**src/rtl/l1_store_buffer.sv**
```systemverilog
// l1_store_buffer: in-order byte-masked store queue sitting in front of the
// L1 data memory write port. Drains one entry per cycle when L1 is not
// stalled and forwards pending bytes onto load data read from L1.
// Optional build macro STORE_COALESCE_EN: a store to the same word as the
// youngest pending entry merges into it instead of taking a new slot.
module l1_store_buffer #(
    parameter int DEPTH             = 4,
    parameter int LOGICAL_ADD_WIDTH = 9
) (
    input  logic                         clk,
    input  logic                         reset,
    input  logic                         st_valid,
    input  logic [31:0]                  st_addr,
    input  logic [3:0]                   st_mask,
    input  logic [31:0]                  st_data,
    output logic                         st_ready,
    output logic                         mem_write_en,
    output logic [31:0]                  mem_write_addr,
    output logic [3:0]                   mem_write_mask,
    output logic [31:0]                  mem_write_data,
    input  logic                         mem_stall,
    input  logic [31:0]                  ld_addr,
    input  logic [31:0]                  ld_mem_data,
    output logic [31:0]                  ld_data,
    output logic                         sb_empty,
    output logic [$clog2(DEPTH+1)-1:0]   sb_count
);

    localparam int PTR_W = $clog2(DEPTH);
    localparam int CNT_W = $clog2(DEPTH + 1);
    localparam logic [CNT_W-1:0] FULL_CNT = CNT_W'(DEPTH);

    typedef struct packed {
        logic [31:0] addr;
        logic [3:0]  mask;
        logic [31:0] data;
    } entry_t;

    entry_t           entry_q [DEPTH];
    logic [PTR_W-1:0] head_q, head_d;
    logic [PTR_W-1:0] tail_q, tail_d;
    logic [CNT_W-1:0] count_q, count_d;
    logic [PTR_W-1:0] young_idx;
    logic             push;
    logic             pop;
    logic             coalesce_hit;

    // Only word bits inside the L1 decode range take part in matching.
    logic unused_ld_addr_bits;
    assign unused_ld_addr_bits = ^{ld_addr[31:LOGICAL_ADD_WIDTH], ld_addr[1:0]};

    function automatic logic word_match(input logic [31:0] a, input logic [31:0] b);
        return a[LOGICAL_ADD_WIDTH-1:2] == b[LOGICAL_ADD_WIDTH-1:2];
    endfunction

    // Drain side: the head entry is always presented; it pops whenever L1 takes it.
    assign mem_write_en   = (count_q != '0) && !mem_stall;
    assign pop            = mem_write_en;
    assign mem_write_addr = entry_q[head_q].addr;
    assign mem_write_mask = entry_q[head_q].mask;
    assign mem_write_data = entry_q[head_q].data;

    assign young_idx = tail_q - PTR_W'(1);

`ifdef STORE_COALESCE_EN
    // Merge is refused when the youngest entry is also the one leaving this cycle.
    assign coalesce_hit = st_valid && (count_q != '0)
                          && word_match(entry_q[young_idx].addr, st_addr)
                          && !((count_q == CNT_W'(1)) && mem_write_en);
    assign st_ready     = (count_q != FULL_CNT) || coalesce_hit;
`else
    assign coalesce_hit = 1'b0;
    assign st_ready     = (count_q != FULL_CNT);
`endif

    // Ready is based on registered occupancy only, so a pop never frees a slot in the same cycle.
    assign push     = st_valid && st_ready && !coalesce_hit;
    assign sb_empty = (count_q == '0);
    assign sb_count = count_q;

    // Next-state for pointers and occupancy.
    // NOTE: every output of a combinational block gets a default first so no latch is inferred.
    always_comb begin
        head_d  = head_q;
        tail_d  = tail_q;
        count_d = count_q;
        if (push) tail_d = tail_q + PTR_W'(1);
        if (pop)  head_d = head_q + PTR_W'(1);
        case ({push, pop})
            2'b10:   count_d = count_q + CNT_W'(1);
            2'b01:   count_d = count_q - CNT_W'(1);
            default: count_d = count_q;
        endcase
    end

    // Pointer and occupancy registers; reset discards every pending store at once.
    // NOTE: sequential state uses non-blocking assignments so all registers update from pre-edge values.
    always_ff @(posedge clk or posedge reset) begin
        if (reset) begin
            head_q  <= '0;
            tail_q  <= '0;
            count_q <= '0;
        end else begin
            head_q  <= head_d;
            tail_q  <= tail_d;
            count_q <= count_d;
        end
    end

    // Entry storage: write a new entry at tail, or merge into the youngest entry.
    // NOTE: the entry array is not reset; head/count define which slots are live, so stale data is never observed.
    always_ff @(posedge clk) begin
        if (push) begin
            entry_q[tail_q] <= '{addr: st_addr, mask: st_mask, data: st_data};
        end else if (coalesce_hit) begin
            entry_q[young_idx].mask <= entry_q[young_idx].mask | st_mask;
            for (int l = 0; l < 4; l++) begin
                if (st_mask[l]) entry_q[young_idx].data[l*8 +: 8] <= st_data[l*8 +: 8];
            end
        end
    end

    // Load forwarding: walk oldest to youngest so the youngest matching byte wins per lane.
    always_comb begin
        logic [PTR_W-1:0] fwd_idx;
        ld_data = ld_mem_data;
        fwd_idx = head_q;
        for (int k = 0; k < DEPTH; k++) begin
            fwd_idx = head_q + PTR_W'(k);
            if ((CNT_W'(k) < count_q) && word_match(entry_q[fwd_idx].addr, ld_addr)) begin
                for (int l = 0; l < 4; l++) begin
                    if (entry_q[fwd_idx].mask[l]) ld_data[l*8 +: 8] = entry_q[fwd_idx].data[l*8 +: 8];
                end
            end
        end
    end

endmodule
```
**config.mk**
```make
export PLATFORM = sky130hd
export DESIGN_NAME = l1_store_buffer
export DESIGN_NICKNAME = d
export VERILOG_FILES = /design/src/rtl/l1_store_buffer.sv
export SDC_FILE = /design/constraint.sdc
export NUM_CORES = 1
export LEC_CHECK = 0
export BUFFER_PORTS_ARGS = -buffer_cell sky130_fd_sc_hd__buf_2
export CAP_MARGIN = 20
export CORE_MARGIN = 8
export CORE_UTILIZATION = 54
export DETAILED_ROUTE_END_ITERATION = 10
export HOLD_SLACK_MARGIN = 0.02
export PLACE_DENSITY = 0.87
export SYNTH_ARGS = -nofsm -noshare
export SYNTH_HDL_FRONTEND = slang
export SYNTH_SLANG_ARGS = --single-unit
```
**constraint.sdc**
```tcl
create_clock -name clk -period 5.1 [get_ports clk]
set_input_delay 0.765 -clock clk [delete_from_list [all_inputs] [get_ports clk]]
set_output_delay 0.765 -clock clk [all_outputs]
set_load 0.01 [all_outputs]
```
==> impl_metrics.ini, run 1 <==
[clock_tree]
clock_latency_ns = 0.53
h-tree-depth = 1
cts_root_buffer = clkbuf_16
cts_num_sinks = 279
clock_path_buffers = 3
cts_buffers = 28
clk_pin_slew_ns = 0.06
cts_tree = done

[placed_design]
io_buffers = 216
place_inst = 1432
dp_hpwl_mm = 23.67
place.gp.congestion = 0.8194

[cells_and_area]
areaGrowthSynthToFinish_pct = 15.15
finalNetCount = 1231
nFillCells = 1959
drive_gt1_share_pct = 45.08
final_cells = 1489

[drt]
detail-route-antenna-nets = 0
drt_iter0_drc = 616
viasPerCell = 6.333
vias = 9430
routedWlPerCell_um = 23.40
dr.pass1.iters = 5
routed_wl_mm = 34.84
drcViolationCount = 0

[yosys]
synth.avg_cell_area_um2 = 17.57
synth_ff_type = edfxtp_1
ys_seq_area_share_pct = 54.38
post-synth-top-area-cell = edfxtp_1
synth_cell_types = 57
yosys-top-cells-count = edfxtp_1 (272), mux4_2 (174), nor2_1 (50), inv_1 (40), mux2i_1 (39)
syn_inst = 873
syn-num-nets = 1018
synth-edff-count = 272
synthArstFlopShare_pct = 2.509
synth_area_leaders = edfxtp_1 (53%), mux4_2 (26%), mux2i_1 (2.5%), xnor2_1 (1.4%), nor2_1 (1.2%)
yosysWarnings = 0
synth.top_cell.area_share_pct = 53.24
syn-cell-area_mm2 = 0.01534
synth.most_common_cell = edfxtp_1
synth_seq_cells = 279

[timing]
tns_ns = 0
fmax_mhz = 204.0
period_minus_slack_ns = 4.901
slew_viol_final = 0
setup_viol = 0
post-route-period-util_pct = 96.11
max_slew_margin_pct = 32.81
finalClockSkew_ns = 0.009471
hold_violations = 0
rsz0062_at_grt = no
worstMarginPinSlew_ns = 1.008

[power]
p_sw_share_pct = 35.14
p_comb_share_pct = 46.5
p_leak_nw = 6.158
powerDensity_mw_per_mm2 = 560.0
ir_drop_v = 0.0003900
pwr-share-clk_pct = 19.4
p_int_w = 0.006417
power_switching_w = 0.003476
pwr-share-seq_pct = 34.1

[global_routing]
track_usage_pct = 19.94
grt.overflow.total = 0
grt_first_pass_wirelength_mm = 52.65
grt_max_degree = 75
antenna_found_initial = 10
first_global_vias = 9565

[critical_path]
reg2reg_from = sb_count[0]
crit_path_start = head_q[0]
cp_max_fo = 16
cp-end-kind = output pin
cp-start-kind = flip-flop
cp_data_arrival_time_ns = 4.14
worstPathRequired_ns = 4.34
critPathKind = reg2out

[die]
ios = 242
die_area_mm2 = 0.03406
start_util_pct = 55.07
core_mm2 = 0.02786
die_h_um = 184.6
placementRows = 61
die_width_um = 184.6

[worst_hold_path]
hp-class = in2async

[status]
status = finished clean

[job]
maxCapViolations = 0
==> flip-flops by register name (all words and copies together), names as in the netlist <==
| register | count |
|---|---|
| tail_q | 2 |
| head_q | 2 |
| entry_q | 272 |
| sb_count | 3 |
==> worst paths after layout <==
path / endpoint / slack (ns) / depth (start not counted)
setup reg to reg: entry_q[1][57] / 2.46 / 5
max in group asynchronous: head_q[0] / 4.67 / 2
hold / removal: tail_q[0] / 0.17 / 2
setup / recovery: ld_data[21] / 0.20 / 9
hold reg to reg: sb_count[1] / 0.58 / 2
min in group clk: entry_q[1][42] / 0.44 / 1
==> critical path, stage by stage (launching register included) <==
cell and delay (ns):
dfrtp_4 0.58, buf_4 0.30, mux4_2 0.54, xnor2_1 0.23, nand4_2 0.30, or4bb_1 0.57, o211a_1 0.28, and2_1 0.21
a211oi_1 0.35, buf_2 0.22
==> layout make-up <==
class / instances / area (um^2) / area share [%]
Sequential cell: 279 / 8351 / 47.27
Multi-Input combinational cell: 498 / 6536 / 37.00
Timing Repair Buffer: 239 / 1277 / 7.231
Clock buffer: 32 / 737.0 / 4.172
Tap cell: 378 / 473.0 / 2.677
Inverter: 40 / 150.1 / 0.8499
Clock inverter: 19 / 131.4 / 0.7437
Antenna cell: 4 / 10.01 / 0.05666
==> power groups by stage <==
| stage | clock (W) | combinational [W] | sequential [W] |
|---|---|---|---|
| 6_report | 0.00192 | 0.00460 | 0.00338 |
| 5_1_grt | 0.00204 | 0.00495 | 0.00343 |
| 4_1_cts | 0.00195 | 0.00461 | 0.00339 |
| 3_5_place_dp | 0 | 0.00458 | 0.00343 |
| 3_3_place_gp | 0 | 0.00451 | 0.00338 |
| 2_1_floorplan | 0 | 0.00363 | 0.00327 |
==> layer usage <==
layer	routed length [um]	GRT usage (%)
met3	3005	4.843
met2	17520	33.84
met1	13200	24.63
met5	66	0
met4	1047	7.293
==> through the flow <==
stage / worst slack [ns] / cell area [um^2] / util, % / hold slack [ns] / total power [W]
after CTS: 0.006876 / 17620 / 63.24 / 0.1445 / 0.009952
after global routing: 0.01942 / 17660 / 63.40 / 0.1717 / 0.01042
after floorplan: 1.576 / 15340 / - / 0.5659 / 0.006907
after detailed placement: 0.5942 / 16750 / 60.12 / 0.5698 / 0.008016
final: 0.1985 / 17670 / 63.41 / 0.1671 / 0.009893
after global placement: 0.6544 / 16750 / 60.12 / 0.5573 / 0.007890
==> cell usage in the layout, fill, tap and decap left out, types with 6 or more instances in the layout <==
master,count
inv_1,40
clkinv_1,7
nor2b_1,10
a2111oi_1,10
a21oi_1,13
buf_2,216
nor2_1,50
nand2_1,14
edfxtp_1,272
ha_1,9
xnor2_1,25
and2_1,8
buf_4,21
clkbuf_16,29
mux2_2,11
mux2i_1,39
mux4_2,174
a211oi_1,19
o221a_2,6
o21ai_0,10
a221o_1,6
nor4_1,10
o21a_1,8
==> cell families (layout without fill, tap and decap cells) <==
logic type	after synthesis	in the layout	share of synthesized area, %
flops	279	279	54.38
mux	229	229	29.75
simple gates	133	133	4.893
buf+inv	96	330	3.140
compound gates	92	92	4.853
xor+xnor	35	35	2.243
fa+ha+maj	9	9	0.7340
other cells	0	4	0
==> what timing repair did <==
| action | in CTS | in global routing |
|---|---|---|
| buffers inserted | 0 | 1 |
| gates resized for setup | 0 | 1 |
| hold buffers | 0 | 0 |
| setup endpoints to repair | 0 | 17 |
Note: power is estimated with default switching activity, not from simulation.
==> run 2, diff against run 1 <==
CORE_ASPECT_RATIO = 0.75   (was default)
==> impl_metrics.ini, run 2 (synthesis gave the netlist of run 1 again) <==
[timing]
max_slew_margin_pct = 28.93
tns_ns = 0
rsz0062_at_grt = no
fmax_mhz = 208.7
setup_viol = 0
fin_hold_ws_ns = 0.1467
post-route-period-util_pct = 93.95
slew_viol_final = 0
period_minus_slack_ns = 4.791
hold_violations = 0
finalClockSkew_ns = 0.01610
worstMarginPinSlew_ns = 1.066

[job]
maxCapViolations = 0

[cells_and_area]
drive_gt1_share_pct = 44.52
final_area_mm2 = 0.01770
final_cell_mix = edfxtp_1 (272), buf_2 (217), mux4_2 (174)
nFillCells = 1978
final_common_cell = edfxtp_1
postLayoutCoreUtil_pct = 63.23
top_register = entry_q
largest_reg_flops = 272
finalNetCount = 1228
areaGrowthSynthToFinish_pct = 15.35

[critical_path]
cp.buffers_inverters = 2
crit_path_start = head_q[0]
crit_family = compound AO/OA/AOI/OAI gates
cp-start-kind = flip-flop
cp_max_fo = 34
worstPathRequired_ns = 4.34
cp-end-kind = output pin
critPathSlowestCell = dfrtp_4
rrSetupSlack_ns = 2.49
worstSetupEndpoint = ld_data[30]
crit_cells = 9
critPathKind = reg2out
cp_data_arrival_time_ns = 4.03
crit_chain = mux4_2, xnor2_1, and4_1, o2111ai_2, buf_4, o211ai_2, nor2_1, a2111oi_1, buf_2
reg2reg_to = entry_q[2][44]
cpPeakStageDelay_ns = 0.74
reg2reg_depth = 5
reg2reg_from = sb_count[0]

[drt]
drt_iter0_drc = 759
detail-route-antenna-nets = 0
routedWlPerCell_um = 24.25
viasPerCell = 6.345
drcViolationCount = 0
routed_wl_mm = 36.28
dr.pass1.iters = 5
vias = 9492

[clock_tree]
h-tree-depth = 1
clock_latency_ns = 0.55
clock_path_buffers = 3
cts_num_sinks = 279
post_cts_resized = 0
cts_tree = done
postCtsHoldBufs = 0
cts_buffers = 28
clk_pin_slew_ns = 0.06
cts_root_buffer = clkbuf_16
postCtsSetupBuffers = 0

[die]
die_width_um = 210.6
ios = 242
die_h_um = 162.0
start_util_pct = 54.82
placementRows = 53
core_mm2 = 0.02798
die_area_mm2 = 0.03411

[placed_design]
dp_hpwl_mm = 24.64
place.gp.congestion = 0.8056
dpl_cell_area_mm2 = 0.01675
io_buffers = 216

[global_routing]
track_usage_pct = 20.69
grtUsageMet2_pct = 33.64
grt.overflow.total = 0
grtUsageMet3_pct = 6.432
grt_max_degree = 93
use_met1_pct = 26.94
top_usage_layer = met2
antenna_found_initial = 12
first_global_vias = 9490
grt_first_pass_wirelength_mm = 54.97

[power]
powerDensity_mw_per_mm2 = 565.5
ir_drop_v = 0.0003675
p_leak_nw = 6.153
total_power_w = 0.01001

[worst_hold_path]
hp-class = in2async

[status]
status = finished clean
-- run 2: changes by cell type in the layout (fill, tap and decap cells not counted), moves of 2 or more --
cell / before / now
buf_4: 21 / 17
clkinv_1: 7 / 11
bufinv_16: 1 / 3
diode_2: 4 / 6
clkinv_2: 5 / 1
-- run 2: report_power, final --
| group | internal (W) | total, W | switching, W |
|---|---|---|---|
| clock | 0.00116 | 0.00200 | 0.000847 |
| combinational | 0.00228 | 0.00460 | 0.00232 |
| sequential | 0.00304 | 0.00341 | 0.000361 |
| total | 0.00648 | 0.0100 | 0.00353 |
-- run 2: layout make-up --
cell class                      count  area [um^2]  share of cell area, %
Antenna cell                        6        15.01                0.08485
Clock buffer                       32        715.7                  4.044
Clock inverter                     20        185.2                  1.046
Inverter                           40        150.1                 0.8485
Multi-Input combinational cell    498         6536                  36.94
Sequential cell                   279         8351                  47.19
Tap cell                          385        481.7                  2.722
Timing Repair Buffer              236         1261                  7.127
-- run 2: per-stage QoR --
| stage | std cells | worst slack (ns) |
|---|---|---|
| final | 1496 | 0.3088 |
| after global routing | 1494 | 0.03256 |
| after detailed placement | 1436 | 0.6478 |
| after global placement | 1436 | 0.7099 |
| after floorplan | 873 | 1.576 |
| after CTS | 1488 | 0.05846 |
-- run 2: worst min path at each step --
stage / from / endpoint / slack [ns] / cells past startpoint
after floorplan: reset / head_q[0] / 0.57 / 1
after global placement: sb_count[1] / sb_count[1] / 0.55 / 2
after detailed placement: sb_count[1] / sb_count[1] / 0.56 / 2
after CTS: reset / tail_q[1] / 0.14 / 2
after global routing: reset / tail_q[1] / 0.17 / 2
final: reset / head_q[0] / 0.15 / 2
-- run 2: metal layers --
metal  vias up  routed length [um]
met5         -                  85
met4        14                 755
li1       4114                   -
met3        67                3553
met1      4912               14110
met2       385               17780
